$ cat config.mk
export PLATFORM = sky130hd
export DESIGN_NAME = ghost_director
export DESIGN_NICKNAME = d
export VERILOG_FILES = /design/src/rtl/ghost_director.sv
export SDC_FILE = /design/constraint.sdc
export NUM_CORES = 1
export LEC_CHECK = 0
export ABC_CLOCK_PERIOD_IN_PS = 6900
export CORE_AREA = 2 2 96 98
export CTS_CLUSTER_SIZE = 14
export DETAILED_ROUTE_END_ITERATION = 8
export DIE_AREA = 0 0 98 100
export HOLD_SLACK_MARGIN = 0.08
export PLACE_DENSITY = 0.78
export SYNTH_ARGS = -nofsm -noshare
export SYNTH_HDL_FRONTEND = slang
export SYNTH_SLANG_ARGS = --single-unit
$ cat constraint.sdc
create_clock -name frame_clk -period 6.9 [get_ports frame_clk]
set_input_delay 1.38 -clock frame_clk [delete_from_list [all_inputs] [get_ports frame_clk]]
set_output_delay 1.38 -clock frame_clk [all_outputs]
set_load 0.02 [all_outputs]
$ cat src/rtl/ghost_director.sv
// ghost_director
//   Per-frame ghost steering controller. Runs the SCATTER/CHASE/FRIGHT mode
//   machine on frame-count timers, picks a target (scatter corner or Pac-Man),
//   and emits a WASD keycode for the ghost's motion block. A hold counter
//   limits how often the emitted direction may change.
//
// Ports
//   frame_clk      in   1   frame clock, one rising edge per video frame
//   Reset          in   1   asynchronous, active-high reset
//   enable         in   1   game running; low forces IDLE
//   power_pellet   in   1   one-frame pulse: Pac-Man ate a power pellet
//   PacX, PacY     in  10   Pac-Man centre position (unsigned pixels)
//   GhostX, GhostY in  10   this ghost's centre position (unsigned pixels)
//   keycode_out    out  8   04 left, 07 right, 16 down, 1A up, 00 none
//   mode           out  2   00 IDLE, 01 SCATTER, 10 CHASE, 11 FRIGHT
//   fright_active  out  1   high while mode is FRIGHT
module ghost_director #(
    parameter int unsigned SCATTER_FRAMES = 420,
    parameter int unsigned CHASE_FRAMES   = 1200,
    parameter int unsigned FRIGHT_FRAMES  = 360,
    parameter int unsigned HOLD_FRAMES    = 8,
    parameter int unsigned CORNER_X       = 620,
    parameter int unsigned CORNER_Y       = 20,
    parameter int unsigned DEADBAND       = 2
) (
    input  logic       frame_clk,
    input  logic       Reset,
    input  logic       enable,
    input  logic       power_pellet,
    input  logic [9:0] PacX,
    input  logic [9:0] PacY,
    input  logic [9:0] GhostX,
    input  logic [9:0] GhostY,
    output logic [7:0] keycode_out,
    output logic [1:0] mode,
    output logic       fright_active
);

    localparam int unsigned PHASE_MAX = (SCATTER_FRAMES > CHASE_FRAMES) ? SCATTER_FRAMES : CHASE_FRAMES;
    localparam int unsigned PW = (PHASE_MAX     > 1) ? $clog2(PHASE_MAX)     : 1;
    localparam int unsigned FW = (FRIGHT_FRAMES > 1) ? $clog2(FRIGHT_FRAMES) : 1;
    localparam int unsigned HW = (HOLD_FRAMES   > 1) ? $clog2(HOLD_FRAMES)   : 1;

    localparam logic [PW-1:0] SCATTER_RELOAD = PW'(SCATTER_FRAMES - 1);
    localparam logic [PW-1:0] CHASE_RELOAD   = PW'(CHASE_FRAMES - 1);
    localparam logic [FW-1:0] FRIGHT_RELOAD  = FW'(FRIGHT_FRAMES - 1);
    localparam logic [HW-1:0] HOLD_RELOAD    = HW'(HOLD_FRAMES - 1);

    localparam logic [7:0] KEY_NONE  = 8'h00;
    localparam logic [7:0] KEY_LEFT  = 8'h04;
    localparam logic [7:0] KEY_RIGHT = 8'h07;
    localparam logic [7:0] KEY_DOWN  = 8'h16;
    localparam logic [7:0] KEY_UP    = 8'h1A;

    typedef enum logic [1:0] {
        ST_IDLE    = 2'b00,
        ST_SCATTER = 2'b01,
        ST_CHASE   = 2'b10,
        ST_FRIGHT  = 2'b11
    } state_t;

    state_t        state_q, state_d;
    state_t        saved_q, saved_d;
    logic [PW-1:0] phase_q, phase_d;
    logic [FW-1:0] fright_q, fright_d;
    logic [HW-1:0] hold_q, hold_d;
    logic [7:0]    key_q, key_d;
    logic          fright_act_q, fright_act_d;

    // Steering decision inputs
    logic [9:0]  tx, ty;
    logic [10:0] dx, dy;
    logic [10:0] adx, ady;
    logic        in_deadband;
    logic [7:0]  raw_key, steer_key;

    // ---------------- Mode FSM: next state and timers ----------------
    always_comb begin
        state_d  = state_q;
        saved_d  = saved_q;
        phase_d  = phase_q;
        fright_d = fright_q;

        if (!enable) begin
            state_d = ST_IDLE;
        end else begin
            unique case (state_q)
                ST_IDLE: begin
                    state_d = ST_SCATTER;
                    phase_d = SCATTER_RELOAD;
                end
                ST_SCATTER, ST_CHASE: begin
                    // Pellet wins over a same-frame phase expiry; phase timer stays frozen.
                    if (power_pellet) begin
                        state_d  = ST_FRIGHT;
                        saved_d  = state_q;
                        fright_d = FRIGHT_RELOAD;
                    end else if (phase_q == '0) begin
                        if (state_q == ST_SCATTER) begin
                            state_d = ST_CHASE;
                            phase_d = CHASE_RELOAD;
                        end else begin
                            state_d = ST_SCATTER;
                            phase_d = SCATTER_RELOAD;
                        end
                    end else begin
                        phase_d = phase_q - 1'b1;
                    end
                end
                ST_FRIGHT: begin
                    if (power_pellet) begin
                        fright_d = FRIGHT_RELOAD;
                    end else if (fright_q == '0) begin
                        state_d = saved_q;
                    end else begin
                        fright_d = fright_q - 1'b1;
                    end
                end
                default: state_d = ST_IDLE;
            endcase
        end
    end

    // ---------------- Steering decision for the upcoming mode ----------------
    always_comb begin
        if (state_d == ST_SCATTER) begin
            tx = 10'(CORNER_X);
            ty = 10'(CORNER_Y);
        end else begin
            tx = PacX;
            ty = PacY;
        end

        // Positions are below 640, so the 11-bit differences never overflow.
        dx  = {1'b0, tx} - {1'b0, GhostX};
        dy  = {1'b0, ty} - {1'b0, GhostY};
        adx = dx[10] ? (~dx + 11'd1) : dx;
        ady = dy[10] ? (~dy + 11'd1) : dy;

        in_deadband = (adx <= 11'(DEADBAND)) && (ady <= 11'(DEADBAND));

        raw_key = KEY_NONE;
        if (!in_deadband) begin
            if (adx >= ady) begin
                raw_key = (!dx[10] && (dx != '0)) ? KEY_RIGHT : KEY_LEFT;
            end else begin
                raw_key = (!dy[10] && (dy != '0)) ? KEY_DOWN : KEY_UP;
            end
        end

        steer_key = raw_key;
        if (state_d == ST_FRIGHT) begin
            unique case (raw_key)
                KEY_LEFT:  steer_key = KEY_RIGHT;
                KEY_RIGHT: steer_key = KEY_LEFT;
                KEY_DOWN:  steer_key = KEY_UP;
                KEY_UP:    steer_key = KEY_DOWN;
                default:   steer_key = KEY_NONE;
            endcase
        end
    end

    // ---------------- Direction hold ----------------
    always_comb begin
        key_d        = key_q;
        hold_d       = hold_q;
        fright_act_d = (state_d == ST_FRIGHT);

        if (state_d == ST_IDLE) begin
            key_d  = KEY_NONE;
            hold_d = '0;
        end else if ((state_d != state_q) || (hold_q == '0)) begin
            // A mode change behaves as if the counter were zero: commit immediately.
            key_d  = steer_key;
            hold_d = HOLD_RELOAD;
        end else begin
            hold_d = hold_q - 1'b1;
        end
    end

    // ---------------- Registers ----------------
    always_ff @(posedge frame_clk or posedge Reset) begin
        if (Reset) begin
            state_q      <= ST_IDLE;
            saved_q      <= ST_SCATTER;
            phase_q      <= '0;
            fright_q     <= '0;
            hold_q       <= '0;
            key_q        <= KEY_NONE;
            fright_act_q <= 1'b0;
        end else begin
            state_q      <= state_d;
            saved_q      <= saved_d;
            phase_q      <= phase_d;
            fright_q     <= fright_d;
            hold_q       <= hold_d;
            key_q        <= key_d;
            fright_act_q <= fright_act_d;
        end
    end

    assign keycode_out   = key_q;
    assign mode          = state_q;
    assign fright_active = fright_act_q;

endmodule

[Yosys cells after proc, flatten, opt, wreduce, memory -nomap -nowiden]
Cells that the tools add are included.
W data, S select, Z words.
Word-level totals
  register bits: 36
  output and inout port bits: 11
  logic and storage cells: 81
Cells by class
  add/sub/neg operators: 7
  magnitude comparators: 3
  eq/ne operators: 13
  multiplexer cells: 29
  bitwise gates (word level): 2
  reductions and logical operators: 20
Operator list (count)
  $mux W11: 5
  $mux W9: 3
  $mux W8: 3
  $add A11 B1 Y11 const B: 2
  $le A11 B2 Y1 const B: 2
  $not A11 Y11: 2
  $pmux W11 S2: 1
  $reduce_bool A11 Y1: 2
  $sub A10 B10 Y11: 2
  $mux W10: 2
  $pmux W5 S4: 1
  $pmux W9 S2: 1
  $eq A8 B3 Y1 const B: 2
  $eq A8 B5 Y1 const B: 2
  $mux W2: 7
  $ge A11 B11 Y1: 1
  $logic_not A11 Y1: 1
  $sub A11 B1 Y11 const B: 1
  $mux W5: 2
  $logic_not A9 Y1: 1
  $sub A9 B1 Y9 const B: 1
  $eq A2 B2 Y1 const B: 3
  $mux W3: 2
  $pmux W2 S3: 1
  other kinds (15): 24

[Longest topological paths before layout]
Gate-level depths: netlist (run 1).
  word-level depth: 20
  depth in mapped cells: 28

[Least setup slack after synthesis (run 1)]
No wires, ideal clock.
  path kind: input to register
  from: in power_pellet
  to: reg key_q[4], in the netlist keycode_out[4]
  arrival time: 6.417 ns
  slack: 0.408 ns
  stages: 28
  path buffers: 3
  path through: clkbuf_1 -> nor2b_1 -> clkbuf_1 -> nand4_1 -> o311ai_0 -> a22oi_2 -> inv_2 -> nand2_1 -> clkbuf_1 -> nand2_1 -> ha_1 -> inv_1 -> fa_1 -> a211oi_2 -> o21bai_1 -> a221o_1 -> a21oi_1 -> mux2_2 -> ha_1 -> a21o_1 -> a21o_1 -> a211oi_1 -> nor2_1 -> nor2_1 -> a211oi_1 -> or3_1 -> maj3_2 -> o21ai_2
On the way
  cells in the longest elaborated chain, start to end: 17
RTL lines
  start, declared: RTL line 29  | input logic power_pellet,
  $mux W2, on equally long branches: RTL line 111, 94
  $pmux W2 S3 *: RTL line 87  | unique case (state_q)
  $mux W2 *: RTL line 84  | if (!enable) begin
  named net state_d[0]: RTL line 62  | state_t state_q, state_d;
  $eq A2 B1 Y1: RTL line 126  | if (state_d == ST_SCATTER) begin
  $mux W10: RTL line 126
  $sub A10 B10 Y11, on equally long branches: RTL line 135, 136
  $not A11 Y11, on equally long branches: RTL line 137, 138
  (+2 left out)
  $ge A11 B11 Y1 / $le A11 B2 Y1 (equally long branches): RTL line 144, 140
  $mux W5 / $logic_and A1 B1 Y1 (equally long branches): RTL line 144, 140
  $mux W5: RTL line 143  | if (!in_deadband) begin
  $eq A8 B5 Y1 / $eq A8 B3 Y1 (equally long branches): RTL line 153  | unique case (raw_key)
  $pmux W5 S4: RTL line 153
  $mux W8: RTL line 152  | if (state_d == ST_FRIGHT) begin
  $mux W8: RTL line 172  | end else if ((state_d != state_q) || (hold_q == '0)) begin
  $mux W8: RTL line 169  | if (state_d == ST_IDLE) begin
  end signal, assigned: RTL line 197  | key_q <= key_d;
  end, declared: RTL line 67  | logic [7:0] key_q, key_d;
Mark *: on every way through the listed nets, which the timed path passes. The rest lies on a longest branch. The select of a mux whose other input is x is not followed.
A chain may end at the register's enable or synchronous reset.

[Final worst setup path (run 1)]
  from: in enable
  to: reg key_q[4], in the netlist keycode_out[4]
On the way
  cells in the longest elaborated chain, start to end: 15
RTL lines
  start, declared: RTL line 28  | input logic enable,
  $mux W2 *: RTL line 84
  named net state_d[0]: RTL line 62
  $eq A2 B1 Y1: RTL line 126
  $mux W10: RTL line 126
  $sub A10 B10 Y11, on equally long branches: RTL line 135, 136
  $not A11 Y11, on equally long branches: RTL line 137, 138
  $add A11 B1 Y11, on equally long branches: RTL line 137, 138
  $mux W11, on equally long branches: RTL line 137, 138
  $ge A11 B11 Y1 / $le A11 B2 Y1 (equally long branches): RTL line 144, 140
  $mux W5 / $logic_and A1 B1 Y1 (equally long branches): RTL line 144, 140
  $mux W5: RTL line 143
  $eq A8 B5 Y1 / $eq A8 B3 Y1 (equally long branches): RTL line 153
  $pmux W5 S4: RTL line 153
  $mux W8: RTL line 152
  $mux W8: RTL line 172
  $mux W8: RTL line 169
Marked as above.

==> results.json, run 1 <==
{
  "h-tree-depth": 2,
  "yosys_register_bits": 33,
  "endpoint": "keycode_out[4]",
  "endpoint_kind": "flop",
  "vias": 4178,
  "finalHoldViolCount": 0,
  "wirelength_um": 9749,
  "fin_crit_sh_pct": 91.91,
  "grt_overflow": 0,
  "die_h_um": 100,
  "syn_area_um2": 4252,
  "ys_types": 91,
  "slew_violations": 0,
  "tns_ps": 0,
  "leakagePower_uw": 0.002157,
  "io_buffer_count": 51,
  "antennaDiodeCount": 0,
  "cts_inserted_buffers": 5,
  "synthMuxAreaShare_pct": 0.9712,
  "fin_util_pct": 57.27,
  "hp-class": "reg2reg",
  "io_pins": 55,
  "timing.hold.ws_ps": 454.8,
  "gp_congestion": 0.9003,
  "rr_endpoint": "keycode_out[4]",
  "clk_path_buf_depth": 2,
  "track_usage_pct": 19.64,
  "wl_per_cell_um": 13.62,
  "powerDensity_nw_per_um2": 297.4,
  "area_growth_pct": 19.75,
  "synthArstFlopShare_pct": 100.0,
  "synth_xor_area_share_pct": 6.592,
  "grt_pass1_wl_um": 16570,
  "syn_avg_cell_area_um2": 7.888,
  "tritoncts": "built",
  "core_um2": 8890,
  "setup_viol": 0,
  "fillers": 829,
  "grt_pass1_vias": 3927,
  "netlist_instances": 539,
  "worstSkewPairLatency_ps": 280,
  "post-place-ws_ps": -74.52,
  "skew_ps": 4.743,
  "yosysWarningCount": 0,
  "drc": 0,
  "crit_chain": "clkdlybuf4s50_1, and2_1, a22oi_2, inv_2, nand2_1, buf_4, and2_1, ha_1, nor2b_1, o2111a_1, or3_1, a2111o_1, or2_4, nand2_1, xor2_1, ha_1, a21o_1, a21o_1, or3_1, maj3_2, o21ai_2",
  "antenna_found_initial": 0,
  "tightest_slew_ps": 673.6,
  "reg2reg_depth": 24,
  "ff_latch_area_um2": 827.0,
  "synth_edf_count": 0,
  "ys_seq_area_share_pct": 19.45,
  "max_slew_margin_pct": 55.10,
  "slowest_delay_ps": 530,
  "status": "finished, final reports clean",
  "cts_hold_buffers": 0,
  "path_class": "in2reg",
  "dp_hpwl_um": 7859,
  "final_nets": 690,
  "synth_compound_area_share_pct": 26.87,
  "synth_top_family_by_area": "compound AO/OA/AOI/OAI gates",
  "grt_max_degree": 34,
  "die_area_um2": 9800,
  "clock-sinks": 33,
  "drive_above_1_share_pct": 10.74,
  "crit_path_start_kind": "input pin",
  "worst_path_max_delay_cell": "clkdlybuf4s50_1",
  "fmax_mhz": 157.7,
  "worstPathRequired_ps": 7120,
  "ys.flop_type": "dfrtp_1",
  "cp_max_fo": 13,
  "clkTransAtPathRegs_ps": 70,
  "cap_violations": 0,
  "multi_input_area_um2": 3191,
  "drtPass1Iterations": 4,
  "arrival_ps": 6560,
  "reg2reg_setup_slack_ps": 560,
  "rsz0062_at_grt": "false",
  "period_needed_ps": 6342,
  "row_count": 35,
  "via_per_inst": 5.835,
  "die_x_um": 98,
  "setup_slack_ps": 558.1,
  "crit_start": "enable",
  "synthAdderAreaFrac_pct": 13.24,
  "synth_simple_gate_area_share_pct": 26.55,
  "irDropWorstVdd_v": 0.0001132,
  "rr_startpoint": "phase_q[0]",
  "initial_core_util_pct": 47.83,
  "drt_iter0_drc": 143,
  "cts-root-buf": "clkbuf_8",
  "ant_nets": 0
}
==> cell usage after synthesis, types with 3 or more instances <==
master     count  area share [%]
xnor2_1       20             4.1
buf_4          3            0.53
nor3b_1        4            0.71
xor2_1         7             1.4
inv_1         45             4.0
o21ai_0       46             5.4
nand4_1        7             1.0
nor2b_1        6            0.88
o21bai_1       3            0.53
nand2_1       41             3.6
or4_1          4            0.71
mux2i_1        3            0.71
nor4_1         6            0.88
ha_1          40              12
o22ai_1        3            0.44
nand2b_1      14             2.1
and3b_1        3            0.62
o31ai_1        5            0.88
o21ai_1        5            0.59
a211oi_1       5            0.88
o2111ai_1      3            0.62
nand3_1       15             1.8
and3_1         3            0.44
clkbuf_1      10            0.88
a21oi_1       29             3.4
or3_1          6            0.88
dfrtp_1       32              19
a31oi_1       10             1.5
nor3_1        17             2.0
and2_1        17             2.5
nor2_1        40             3.5
a21o_1         9             1.6
nand3b_1       3            0.53
==> repair_timing <==
action | 4_1_cts | 5_1_grt
hold endpoints to repair | 0 | 0
resized for setup | 0 | 6
setup buffers | 0 | 1
setup endpoints to repair | 0 | 5
==> cells in the final DEF, fill, tap and decap left out, types with 4 or more instances in the layout <==
cell,instances
o21ai_0,46
clkbuf_8,5
xnor2_1,20
clkdlybuf4s50_1,50
nand3_1,15
ha_1,40
o21ai_1,5
or4_1,4
o31ai_1,5
a21o_1,9
nor4_1,6
xor2_1,6
a211oi_1,4
a31oi_1,10
nor3_1,16
and2_1,17
dfrtp_1,32
nand2b_1,14
or3_1,6
nand2_1,41
nand4_1,7
a21oi_1,28
nor3b_1,4
nor2b_1,5
inv_1,45
buf_4,22
nor2_1,40
==> metrics by stage <==
step / cells / power [uW] / instance area [um2]
after global routing: 716 / 1666 / 5091
after detailed placement: 707 / 1356 / 4974
after CTS: 715 / 1503 / 5057
after floorplan: 541 / 1094 / 4259
after global placement: 707 / 1320 / 4974
final: 716 / 1514 / 5091
==> worst max-delay path: cells and delay by family <==
kind / cells / cell delay, ps
compound gates: 6 / 1450
xor+xnor: 1 / 200
simple gates: 8 / 1830
buf+inv: 3 / 830
fa+ha+maj: 3 / 850
==> worst min-delay path by stage <==
stage / startpoint / end / slack, ps / depth (start not counted)
finish: hold_q[0] / hold_q[0] / 450 / 1
global placement: hold_q[0] / hold_q[0] / 430 / 1
floorplan: hold_q[0] / hold_q[0] / 420 / 1
CTS: hold_q[0] / hold_q[0] / 450 / 1
global route: hold_q[0] / hold_q[0] / 500 / 1
detailed placement: hold_q[0] / hold_q[0] / 450 / 1
==> cell families after synthesis <==
kind of cell             Yosys count
AO/OA/AOI/OAI                    162
XOR/XNOR                          29
adder cells (fa/ha/maj)           44
buffers and inverters             63
flip-flops                        33
multiplexers                       4
other                              1
AND/OR/NAND/NOR                  203
==> flip-flops by register name, indices dropped and copies added (netlist names) <==
name           count
fright_active      1
fright_q           9
hold_q             3
keycode_out        5
mode               2
phase_q           11
saved_q            2
==> power breakdown <==
group / switching, uW / internal (uW)
registers: 51.0 / 245
clock network: 68.7 / 71.3
logic: 590 / 488
total: 709 / 804
==> final cells by class <==
type,instances,share of cell area [%]
tap,111,2.728
sequential,33,16.24
clock buffer,7,1.499
clock inverter,1,0.1475
multi-input combinational,445,62.67
inverter,46,3.392
timing repair buffer,73,13.32
==> routing by layer <==
metal	routed length, um	global-route usage (%)	vias to the layer above
met5	0	0	-
li1	-	-	2094
met4	136	5.876	0
met3	393	2.228	15
met2	4909	35.56	99
met1	4310	24.62	1970
Power figures use the tool's default switching activity.
==> run 2: changes to the inputs <==
- PLACE_DENSITY: 0.78 -> 0.77
==> run 2 against run 1 <==
Effect of this change:
- largest power group unchanged
- sequential share of layout area rose by 0.068 points
- fmax increased by 0.27%
- via count fell by 0.57%
- first-iteration DRC count is 23% lower
- combinational power about the same
- utilization is 0.24 points lower
- cell area shrank 0.42%
- register-to-register slack improved by 50 ps
- flip-flop and latch count is the same
- critical path depth grew 3
- non-clock buffer count fell by 1
- wire length is 0.30% higher
==> results.json, run 2 (same netlist as run 1, synthesis figures left out) <==
{
  "wl_per_cell_um": 13.68,
  "clkTransAtPathRegs_ps": 70,
  "combPwrFrac_pct": 71.1,
  "drt_iter0_drc": 110,
  "crit_path_start_kind": "input pin",
  "antennaDiodeCount": 0,
  "area_growth_pct": 19.25,
  "path_class": "in2reg",
  "setup_slack_ps": 575.4,
  "largest_reg_flops": 11,
  "ant_nets": 0,
  "most-common-layout-cells": "clkdlybuf4s50_1 (50), o21ai_0 (46), inv_1 (45)",
  "arrival_ps": 6540,
  "initial_core_util_pct": 47.83,
  "finalHoldViolCount": 0,
  "rr_startpoint": "phase_q[0]",
  "gp_congestion": 0.8886,
  "die_area_um2": 9800,
  "p_int_uw": 797.8,
  "grt_pass1_wl_um": 17430,
  "finalPower_uw": 1505,
  "core_um2": 8890,
  "rsz0062_at_grt": "false",
  "io_buffer_count": 51,
  "p_sw_uw": 707.0,
  "max_slew_margin_pct": 51.87,
  "fin_crit_sh_pct": 91.66,
  "tritoncts": "built",
  "vias": 4154,
  "drtPass1Iterations": 4,
  "track_usage_pct": 20.51,
  "powerDensity_nw_per_um2": 296.8,
  "dp_hpwl_um": 7863,
  "fin_util_pct": 57.03,
  "worstSkewPairLatency_ps": 280,
  "final_nets": 689,
  "endpoint_kind": "flop",
  "cts_hold_buffers": 0,
  "irDropWorstVdd_v": 0.0001175,
  "drive_above_1_share_pct": 10.26,
  "p_seq_share_pct": 19.7,
  "clock-sinks": 33,
  "wirelength_um": 9778,
  "tns_ps": 0,
  "switching_share_pct": 46.98,
  "status": "finished, final reports clean",
  "drc": 0,
  "slew_violations": 0,
  "via_per_inst": 5.810,
  "skew_ps": 4.690,
  "final_common_cell": "clkdlybuf4s50_1",
  "grt_pass1_vias": 4151,
  "cts-root-buf": "clkbuf_8",
  "die_x_um": 98,
  "regMostFlops": "phase_q",
  "leakagePower_uw": 0.002157,
  "clkPwrFrac_pct": 9.2,
  "tightest_slew_ps": 717.1,
  "die_h_um": 100,
  "hp-class": "reg2reg",
  "period_needed_ps": 6325,
  "antenna_found_initial": 0,
  "io_pins": 55,
  "row_count": 35,
  "clk_path_buf_depth": 2,
  "timing.hold.ws_ps": 442.2,
  "fillers": 823,
  "post-place-ws_ps": -19.39,
  "grt_overflow": 0,
  "hold_start": "hold_q[0]",
  "fmax_mhz": 158.1,
  "grt_max_degree": 34,
  "cts_inserted_buffers": 5,
  "setup_viol": 0,
  "h-tree-depth": 2,
  "worstPathRequired_ps": 7110,
  "cap_violations": 0,
  "crit_start": "enable",
  "cp_max_fo": 7
}
## run 2: cell count changes in the layout (fill, tap and decap cells not counted), sizes merged
cell,change
clkbuf,-1
buf,-1
clkinv,+2
clkinvlp,-1
## run 2: final timing paths
| path | cells past startpoint | slack, ps | endpoint |
|---|---|---|---|
| setup / recovery | 24 | 580 | keycode_out[4] |
| setup reg to reg | 24 | 610 | keycode_out[0] |
| min in group asynchronous | 3 | 1490 | phase_q[4] |
| hold / removal | 1 | 440 | hold_q[0] |
| hold reg to reg | 1 | 440 | hold_q[0] |
| max in group asynchronous | 3 | 5080 | saved_q[0] |
## run 2: cell type report
type,count,area (um2),share of cell area (%)
clock buffer,6,72.57,1.431
clock inverter,2,10.01,0.1974
inverter,46,172.7,3.406
multi-input combinational,445,3178,62.69
sequential,33,827.0,16.31
tap,111,138.9,2.739
timing repair buffer,72,670.6,13.23
## run 2: per-stage QoR
step,std cells,area [um2]
3_5_place_dp,706,4966
4_1_cts,714,5049
5_1_grt,715,5070
6_report,715,5070
3_3_place_gp,706,4966
2_1_floorplan,541,4259
## run 2: critical path, stage by stage
cell             delay [ps]
clkdlybuf4s50_1         590
and2_1                  170
a22oi_2                  70
inv_2                   100
nand2_1                 140
nand2_1                 110
ha_1                    180
inv_1                    60
fa_1                    430
a211oi_2                290
o21bai_1                140
a221o_1                 390
a21oi_2                 190
mux2_2                  360
ha_1                    290
a21o_1                  150
a21o_1                  180
a211oi_1                240
nor2_1                   80
nor2_1                  100
a211oi_1                 70
or3_1                   370
maj3_2                  320
o21ai_2                 140
## run 2: what timing repair did
action                     in CTS  in global routing
setup buffers                   0                  1
gates resized for setup         0                  3
setup endpoints to repair       0                  5
## run 2: layer usage
metal / global-route usage (%) / vias to the layer above / wire length (um)
met5: 0 / - / 0
met4: 6.624 / 0 / 197
met3: 1.950 / 20 / 302
met2: 38.57 / 98 / 4935
met1: 24.57 / 1943 / 4343
li1: - / 2093 / -
## run 2: power groups by stage
stage               clock network [uW]  registers, uW  logic [uW]
floorplan                            0            300         794
global placement                     0            297        1020
detailed placement                   0            300        1060
CTS                                143            296        1060
global route                       149            303        1210
finish                             138            297        1070
